**config.mk**
```make
export PLATFORM = sky130hd
export DESIGN_NAME = alu_op_issue
export DESIGN_NICKNAME = d
export VERILOG_FILES = /design/src/rtl/alu_pkg.sv /design/src/rtl/alu_op_issue.sv
export SDC_FILE = /design/constraint.sdc
export NUM_CORES = 1
export LEC_CHECK = 0
export BUFFER_PORTS_ARGS = -buffer_cell sky130_fd_sc_hd__buf_4
export CAP_MARGIN = 20
export CORE_AREA = 2 2 173 175
export CTS_CLUSTER_SIZE = 16
export DETAILED_ROUTE_END_ITERATION = 16
export DIE_AREA = 0 0 175 177
export GPL_TIMING_DRIVEN = 0
export PLACE_DENSITY = 0.7
export RECOVER_POWER = 50
export SKIP_CTS_REPAIR_TIMING = 1
export SYNTH_ARGS = -nofsm -noshare
export SYNTH_HDL_FRONTEND = slang
export SYNTH_SLANG_ARGS = --single-unit
export TNS_END_PERCENT = 10
```
**constraint.sdc**
```tcl
create_clock -name clk -period 2.1 [get_ports clk]
set_input_delay 0.21 -clock clk [delete_from_list [all_inputs] [get_ports clk]]
set_output_delay 0.21 -clock clk [all_outputs]
set_load 0.03 [all_outputs]
```
**src/rtl/alu_pkg.sv**
```systemverilog
// Shared ALU definitions: opcode encodings, response error codes, issue-stage
// state encoding and opcode classification helpers.
package alu_pkg;

    localparam logic [4:0] OP_ADD  = 5'b00000;
    localparam logic [4:0] OP_SUB  = 5'b00001;
    localparam logic [4:0] OP_SLL  = 5'b00010;
    localparam logic [4:0] OP_XOR  = 5'b00011;
    localparam logic [4:0] OP_SRL  = 5'b00100;
    localparam logic [4:0] OP_SRA  = 5'b00101;
    localparam logic [4:0] OP_OR   = 5'b00110;
    localparam logic [4:0] OP_AND  = 5'b00111;
    localparam logic [4:0] OP_SLTU = 5'b01000;
    localparam logic [4:0] OP_BNE  = 5'b01001;
    localparam logic [4:0] OP_BEQ  = 5'b01010;
    localparam logic [4:0] OP_LUI  = 5'b01011;
    localparam logic [4:0] OP_MUL  = 5'b01100;
    localparam logic [4:0] OP_BLT  = 5'b01101;
    localparam logic [4:0] OP_BGE  = 5'b01110;
    localparam logic [4:0] OP_BLTU = 5'b10000;
    localparam logic [4:0] OP_BGEU = 5'b10001;
    localparam logic [4:0] OP_DIV  = 5'b10010;
    localparam logic [4:0] OP_REM  = 5'b10100;

    localparam logic [1:0] ERR_OK      = 2'b00;
    localparam logic [1:0] ERR_ILLEGAL = 2'b01;
    localparam logic [1:0] ERR_TIMEOUT = 2'b10;

    typedef enum logic [1:0] {
        ST_IDLE,
        ST_ISSUE,
        ST_WAIT,
        ST_RESP
    } issue_state_e;

    function automatic logic is_multicycle(input logic [4:0] op);
        return (op == OP_MUL) || (op == OP_DIV) || (op == OP_REM);
    endfunction

    function automatic logic is_legal(input logic [4:0] op);
        logic w_legal;
        case (op)
            OP_ADD, OP_SUB, OP_SLL, OP_XOR, OP_SRL, OP_SRA, OP_OR, OP_AND,
            OP_SLTU, OP_BNE, OP_BEQ, OP_LUI, OP_MUL, OP_BLT, OP_BGE,
            OP_BLTU, OP_BGEU, OP_DIV, OP_REM: w_legal = 1'b1;
            default:                          w_legal = 1'b0;
        endcase
        return w_legal;
    endfunction

endpackage

```
**src/rtl/alu_op_issue.sv**
```systemverilog
// Issue stage in front of the ALU: accepts handshaked commands, sequences the
// ALU for single- or multi-cycle latency, and returns a handshaked response.
module alu_op_issue
    import alu_pkg::*;
#(
    parameter int unsigned DATA_W  = 64,
    parameter int unsigned TAG_W   = 4,
    parameter int unsigned TIMEOUT = 64
) (
    input  logic              clk,
    input  logic              rst,
    input  logic              cmd_valid,
    output logic              cmd_ready,
    input  logic [4:0]        cmd_opcode,
    input  logic [DATA_W-1:0] cmd_a,
    input  logic [DATA_W-1:0] cmd_b,
    input  logic [TAG_W-1:0]  cmd_tag,
    output logic [4:0]        alu_opcode,
    output logic [DATA_W-1:0] alu_a,
    output logic [DATA_W-1:0] alu_b,
    output logic              alu_start,
    input  logic [DATA_W-1:0] alu_result,
    input  logic              alu_done,
    output logic              rsp_valid,
    input  logic              rsp_ready,
    output logic [DATA_W-1:0] rsp_result,
    output logic [TAG_W-1:0]  rsp_tag,
    output logic [1:0]        rsp_err,
    output logic [31:0]       op_count
);

    localparam int unsigned CNT_W = (TIMEOUT > 2) ? $clog2(TIMEOUT) : 1;
    localparam logic [CNT_W-1:0] CNT_LAST = CNT_W'(TIMEOUT - 1);

    issue_state_e      r_state;
    issue_state_e      w_next_state;

    logic [4:0]        r_alu_opcode;
    logic [DATA_W-1:0] r_alu_a;
    logic [DATA_W-1:0] r_alu_b;
    logic              r_alu_start;
    logic [DATA_W-1:0] r_rsp_result;
    logic [TAG_W-1:0]  r_rsp_tag;
    logic [1:0]        r_rsp_err;
    logic [31:0]       r_op_count;
    logic [CNT_W-1:0]  r_wait_cnt;

    logic              w_cmd_accept;
    logic              w_rsp_accept;
    logic              w_op_legal;
    logic              w_op_multi;
    logic              w_issued_multi;
    logic              w_timeout;
    logic              w_rsp_load;
    logic [DATA_W-1:0] w_rsp_result_d;
    logic [1:0]        w_rsp_err_d;

    assign w_cmd_accept   = cmd_valid && (r_state == ST_IDLE);
    assign w_rsp_accept   = rsp_ready && (r_state == ST_RESP);
    assign w_op_legal     = is_legal(cmd_opcode);
    assign w_op_multi     = is_multicycle(cmd_opcode);
    assign w_issued_multi = is_multicycle(r_alu_opcode);
    assign w_timeout      = (r_wait_cnt == CNT_LAST);

    always_ff @(posedge clk) begin
        if (rst) begin
            r_state <= ST_IDLE;
        end else begin
            r_state <= w_next_state;
        end
    end

    // Next state plus the response-register load decision; alu_done is only
    // looked at in WAIT so late completions are dropped.
    always_comb begin
        w_next_state   = r_state;
        w_rsp_load     = 1'b0;
        w_rsp_result_d = '0;
        w_rsp_err_d    = ERR_OK;
        case (r_state)
            ST_IDLE: begin
                if (cmd_valid) begin
                    if (w_op_legal) begin
                        w_next_state = ST_ISSUE;
                    end else begin
                        w_next_state = ST_RESP;
                        w_rsp_load   = 1'b1;
                        w_rsp_err_d  = ERR_ILLEGAL;
                    end
                end
            end
            ST_ISSUE: begin
                if (w_issued_multi) begin
                    w_next_state = ST_WAIT;
                end else begin
                    w_next_state   = ST_RESP;
                    w_rsp_load     = 1'b1;
                    w_rsp_result_d = alu_result;
                end
            end
            ST_WAIT: begin
                if (alu_done) begin
                    w_next_state   = ST_RESP;
                    w_rsp_load     = 1'b1;
                    w_rsp_result_d = alu_result;
                end else if (w_timeout) begin
                    w_next_state = ST_RESP;
                    w_rsp_load   = 1'b1;
                    w_rsp_err_d  = ERR_TIMEOUT;
                end
            end
            ST_RESP: begin
                if (rsp_ready) begin
                    w_next_state = ST_IDLE;
                end
            end
            default: begin
                w_next_state = ST_IDLE;
            end
        endcase
    end

    always_ff @(posedge clk) begin
        if (rst) begin
            r_alu_opcode <= '0;
            r_alu_a      <= '0;
            r_alu_b      <= '0;
            r_alu_start  <= 1'b0;
            r_rsp_result <= '0;
            r_rsp_tag    <= '0;
            r_rsp_err    <= ERR_OK;
            r_op_count   <= '0;
            r_wait_cnt   <= '0;
        end else begin
            r_alu_start <= 1'b0;
            // Illegal opcodes never reach the ALU bus; it keeps the last legal op.
            if (w_cmd_accept && w_op_legal) begin
                r_alu_opcode <= cmd_opcode;
                r_alu_a      <= cmd_a;
                r_alu_b      <= cmd_b;
                r_alu_start  <= w_op_multi;
            end
            if (w_cmd_accept) begin
                r_rsp_tag <= cmd_tag;
            end
            if (w_rsp_load) begin
                r_rsp_result <= w_rsp_result_d;
                r_rsp_err    <= w_rsp_err_d;
            end
            if (r_state == ST_WAIT) begin
                r_wait_cnt <= r_wait_cnt + CNT_W'(1);
            end else begin
                r_wait_cnt <= '0;
            end
            if (w_rsp_accept) begin
                r_op_count <= r_op_count + 32'd1;
            end
        end
    end

    assign cmd_ready  = (r_state == ST_IDLE);
    assign rsp_valid  = (r_state == ST_RESP);
    assign alu_opcode = r_alu_opcode;
    assign alu_a      = r_alu_a;
    assign alu_b      = r_alu_b;
    assign alu_start  = r_alu_start;
    assign rsp_result = r_rsp_result;
    assign rsp_tag    = r_rsp_tag;
    assign rsp_err    = r_rsp_err;
    assign op_count   = r_op_count;

endmodule

```
==> results.md <==
* Outcome: completed
* Final wirelength at 37.9 mm
* Clock Skew at 0.0251 ns
* Clk Latency, worst-skew pair at 0.54 ns
* Hold path endpoint: rsp_err[1]
* Period Utilization, post-route at 0.970
* CTS sink cnt at 244
* Max Fclk at just under 0.5 GHz
* DR DRC count at 0
* Synth unique cells at 43
* # diodes at 0
* Worst min path class: in2reg
* CP max stage delay at 0.37 ns
* Rows at 63
* Min-Delay Path Depth at 4
* Layout cells sized above 1 at 0.182
* Reg power frac at 0.347
* Yosys top cell area share at 0.517
* Final Max Tran Viols at 0
* CTS H-tree lvls at 1
* Ys flop type: dfxtp_1
* Final setup violation count at 0
* Post-detail-place hpwl at between 20 and 25 mm
* Top cell type by total area after synthesis: dfxtp_1
* Fin util at 0.539
* Sequential area share after synthesis at 0.517
* Routed via count at 10483
* Synthesized Nets at 1328
* Layout area overhead at 66.9%
* Final setup TNS at 0 ns
* Min cycle time layout at approximately 2.0 ns
* Crit Path Class: reg2reg
* Starting Density at 0.323
* HP Start: alu_done
* Worst VDD drop at about 0.00055 V
* FILL cells at between 2000 and 3000
* Tightest Pin Transition at roughly 0.80 ns
* Worst reg-to-reg setup slack at between 0.06 and 0.07 ns
* TritonRoute pass-1 iters at 7
* Largest net degree at the start of global routing at 13
* Post-synth EDFFs at 0
* Synth top area cells: dfxtp_1 52%, nand2_1 14%, a21oi_1 7.8%, mux2i_1 7.0%, nand2b_1 4.4%
* First-pass GRT wire length at 47.9 mm
* Mapped cell area at around 9400 µm²
* Post-Place Worst Slack at -0.897 ns
* Yosys warns at 0
* Reg-to-reg critical path startpoint: r_state[1]
* Sw frac at 0.345
* WP buf/inv at 5
* Synth async-reset ratio at 0
* # nets final at approximately 2000
* Top Family by Delay on Critical Path: buffers and inverters
* I/O Buffers at around 440
* Final Hold Vio Count at 0
* Inst Count DP at slightly below 2000
* Gpl congestion at ~0.83
* Vias in the first global route at 8951
* Clock power frac at 0.298
* Initial antenna violation count at 0
* Final hold slack at about 0.026 ns
* Routed Antenna Nets at 0
* Core Region at just under 30000 µm²
* Internal Power at between 10000 and 15000 µW
* CTS tree: done
* Clk root buf: clkbuf_16
* Number of CTS-inserted buffers at 27
* WP data required at 2.54 ns
* Overflow after GRT at 0
* Max Cap Violations at 0
* Worst-path fanout max at 10
* Gr usage total at 0.193
* Leak at approximately 0.0062 µW
* Net switching power at 5360 µW
* CP Cell Sequence: inv_4 > ha_4 > inv_1 > a221o_2 > buf_4 > a21oi_4 > buf_12 > clkbuf_2 > nand2_1 > mux2i_1
* Power per cell area at approximately 980 nW/µm²
* Startpoint types: flip-flop
* Slew HR at 0.470
* Die X at around 180 µm
* Worst R2R Path Depth at 10
* I/O Pins at 444
* Critical path capture point type: flip-flop
* Seq cells post-synth at approximately 240
* Die height at between 150 and 200 µm
* Drt wl/cell at roughly 17 µm
* Reg2Reg Capture Point: rsp_result[39]
* Final Worst Setup Slack at ~0.063 ns
* Comb pwr share at 0.355
* Worst-path clk slew at 0.06 ns
* Die Area at between 30000 and 40000 µm²
* Arrival time of the worst setup path at around 2.5 ns
* Gate Count Post-Synth at roughly 1100
* CP max-delay cell: dfxtp_4
* Final Non-Filler Cells at between 2000 and 2500
* Number of DRC markers in iteration 0 at between 400 and 500
* Syn avg cell area at roughly 8.5 µm²
* Vias/cell at around 4.7
* CTS max path bufs at 3
sequential cells by signal, indices dropped and copies added, names as in the netlist:
name        count
rsp_err         2
op_count       32
alu_a          64
alu_b          64
r_state         2
alu_start       1
alu_opcode      5
rsp_tag         4
rsp_result     64
r_wait_cnt      6
power groups by stage:
stage               Combinational [µW]  Clock [µW]  Sequential [µW]
floorplan                         2000           0             6240
global placement                  4450           0             5430
detailed placement                4500           0             5450
CTS                               4510        4700             5350
global route                      5830        4910             5430
finish                            5500        4620             5390
cells in the mapped netlist, types with 2 or more instances:
cell      count
nand2b_1     67
nand4_2       3
and4_1        3
clkbuf_1     50
buf_2        13
nand2_1     350
o21ai_0       8
or3_1         7
ha_1          8
nand4_1       7
buf_4         7
nor3_1        2
xnor2_1       8
dfxtp_1     244
nor4_4        2
nand3_1      25
xor2_1       23
and3_1        5
nor2_1       38
mux2i_1      66
inv_1        10
a21oi_1     147
layout by cell type, fill, tap and decap left out, types with 6 or more instances in the layout:
cell type      instances
a21oi_1              146
inv_1                  9
nand2b_1              67
nand4_1                7
buf_2                  6
mux2i_1               66
xor2_1                23
clkbuf_8              11
nor2_1                38
nand2_1              349
clkbuf_1             267
dlygate4sd3_1        202
buf_12                 8
buf_4                227
clkbuf_16             32
or3_1                  7
nand3_1               24
clkbuf_2              15
clkbuf_4               7
dfxtp_1              240
o21ai_0                8
xnor2_1                8
per-stage QoR:
stage / power, µW / area (µm²)
after floorplan: 8240 / 9440
after CTS: 14600 / 14100
after detailed placement: 9940 / 13200
after global routing: 16200 / 15800
final: 15500 / 15800
after global placement: 9880 / 13200
layout make-up:
class / count / area, µm² / area share
sequential: 244 / 4890 / 0.311
clock buffer: 42 / 842 / 0.0534
inverter: 10 / 40.0 / 0.00254
buffer: 71 / 438 / 0.0278
tap: 390 / 488 / 0.0310
clock inverter: 5 / 28.8 / 0.00183
multi-input combinational: 789 / 4290 / 0.272
timing repair buffer: 664 / 4730 / 0.300
tightest hold or removal path, delay by kind of cell:
family / cells / cell delay [ns]
and+or+nand+nor: 2 / 0.13
buffers and inverters: 1 / 0.10
muxes: 1 / 0.06
per-layer routing:
| metal | vias to the layer above | global-route usage | part of all wire |
|---|---|---|---|
| met3 | 113 | 0.0522 | 0.075 |
| met5 | - | 0 | 0 |
| met4 | 0 | 0.0535 | 0.038 |
| met2 | 477 | 0.344 | 0.50 |
| met1 | 4851 | 0.228 | 0.39 |
| li1 | 5042 | - | - |
logic make-up (layout without fill, tap and decap cells):
logic type | after synthesis | count (layout) | share of synthesized area
xor gates and xnor gates | 31 | 31 | 0.0288
buffers and inverters | 81 | 792 | 0.0367
AOI/OAI and AO/OA | 165 | 165 | 0.0912
muxes | 66 | 66 | 0.0700
and+or+nand+nor | 518 | 518 | 0.244
adders and majority gates | 9 | 9 | 0.0117
DFF | 244 | 244 | 0.517
how the worst max path moves through the flow:
stage,start,to,slack [ns],cells past startpoint
2_1_floorplan,r_state[0],alu_a[5],0.06,9
3_3_place_gp,r_state[0],alu_a[60],-0.91,8
3_5_place_dp,r_state[0],alu_a[60],-0.90,8
4_1_cts,r_state[0],alu_a[60],-0.97,8
5_1_grt,r_state[1],rsp_result[39],-0.07,9
6_report,r_state[1],rsp_result[39],0.06,10
No activity file was read; power rests on OpenSTA's default activity.
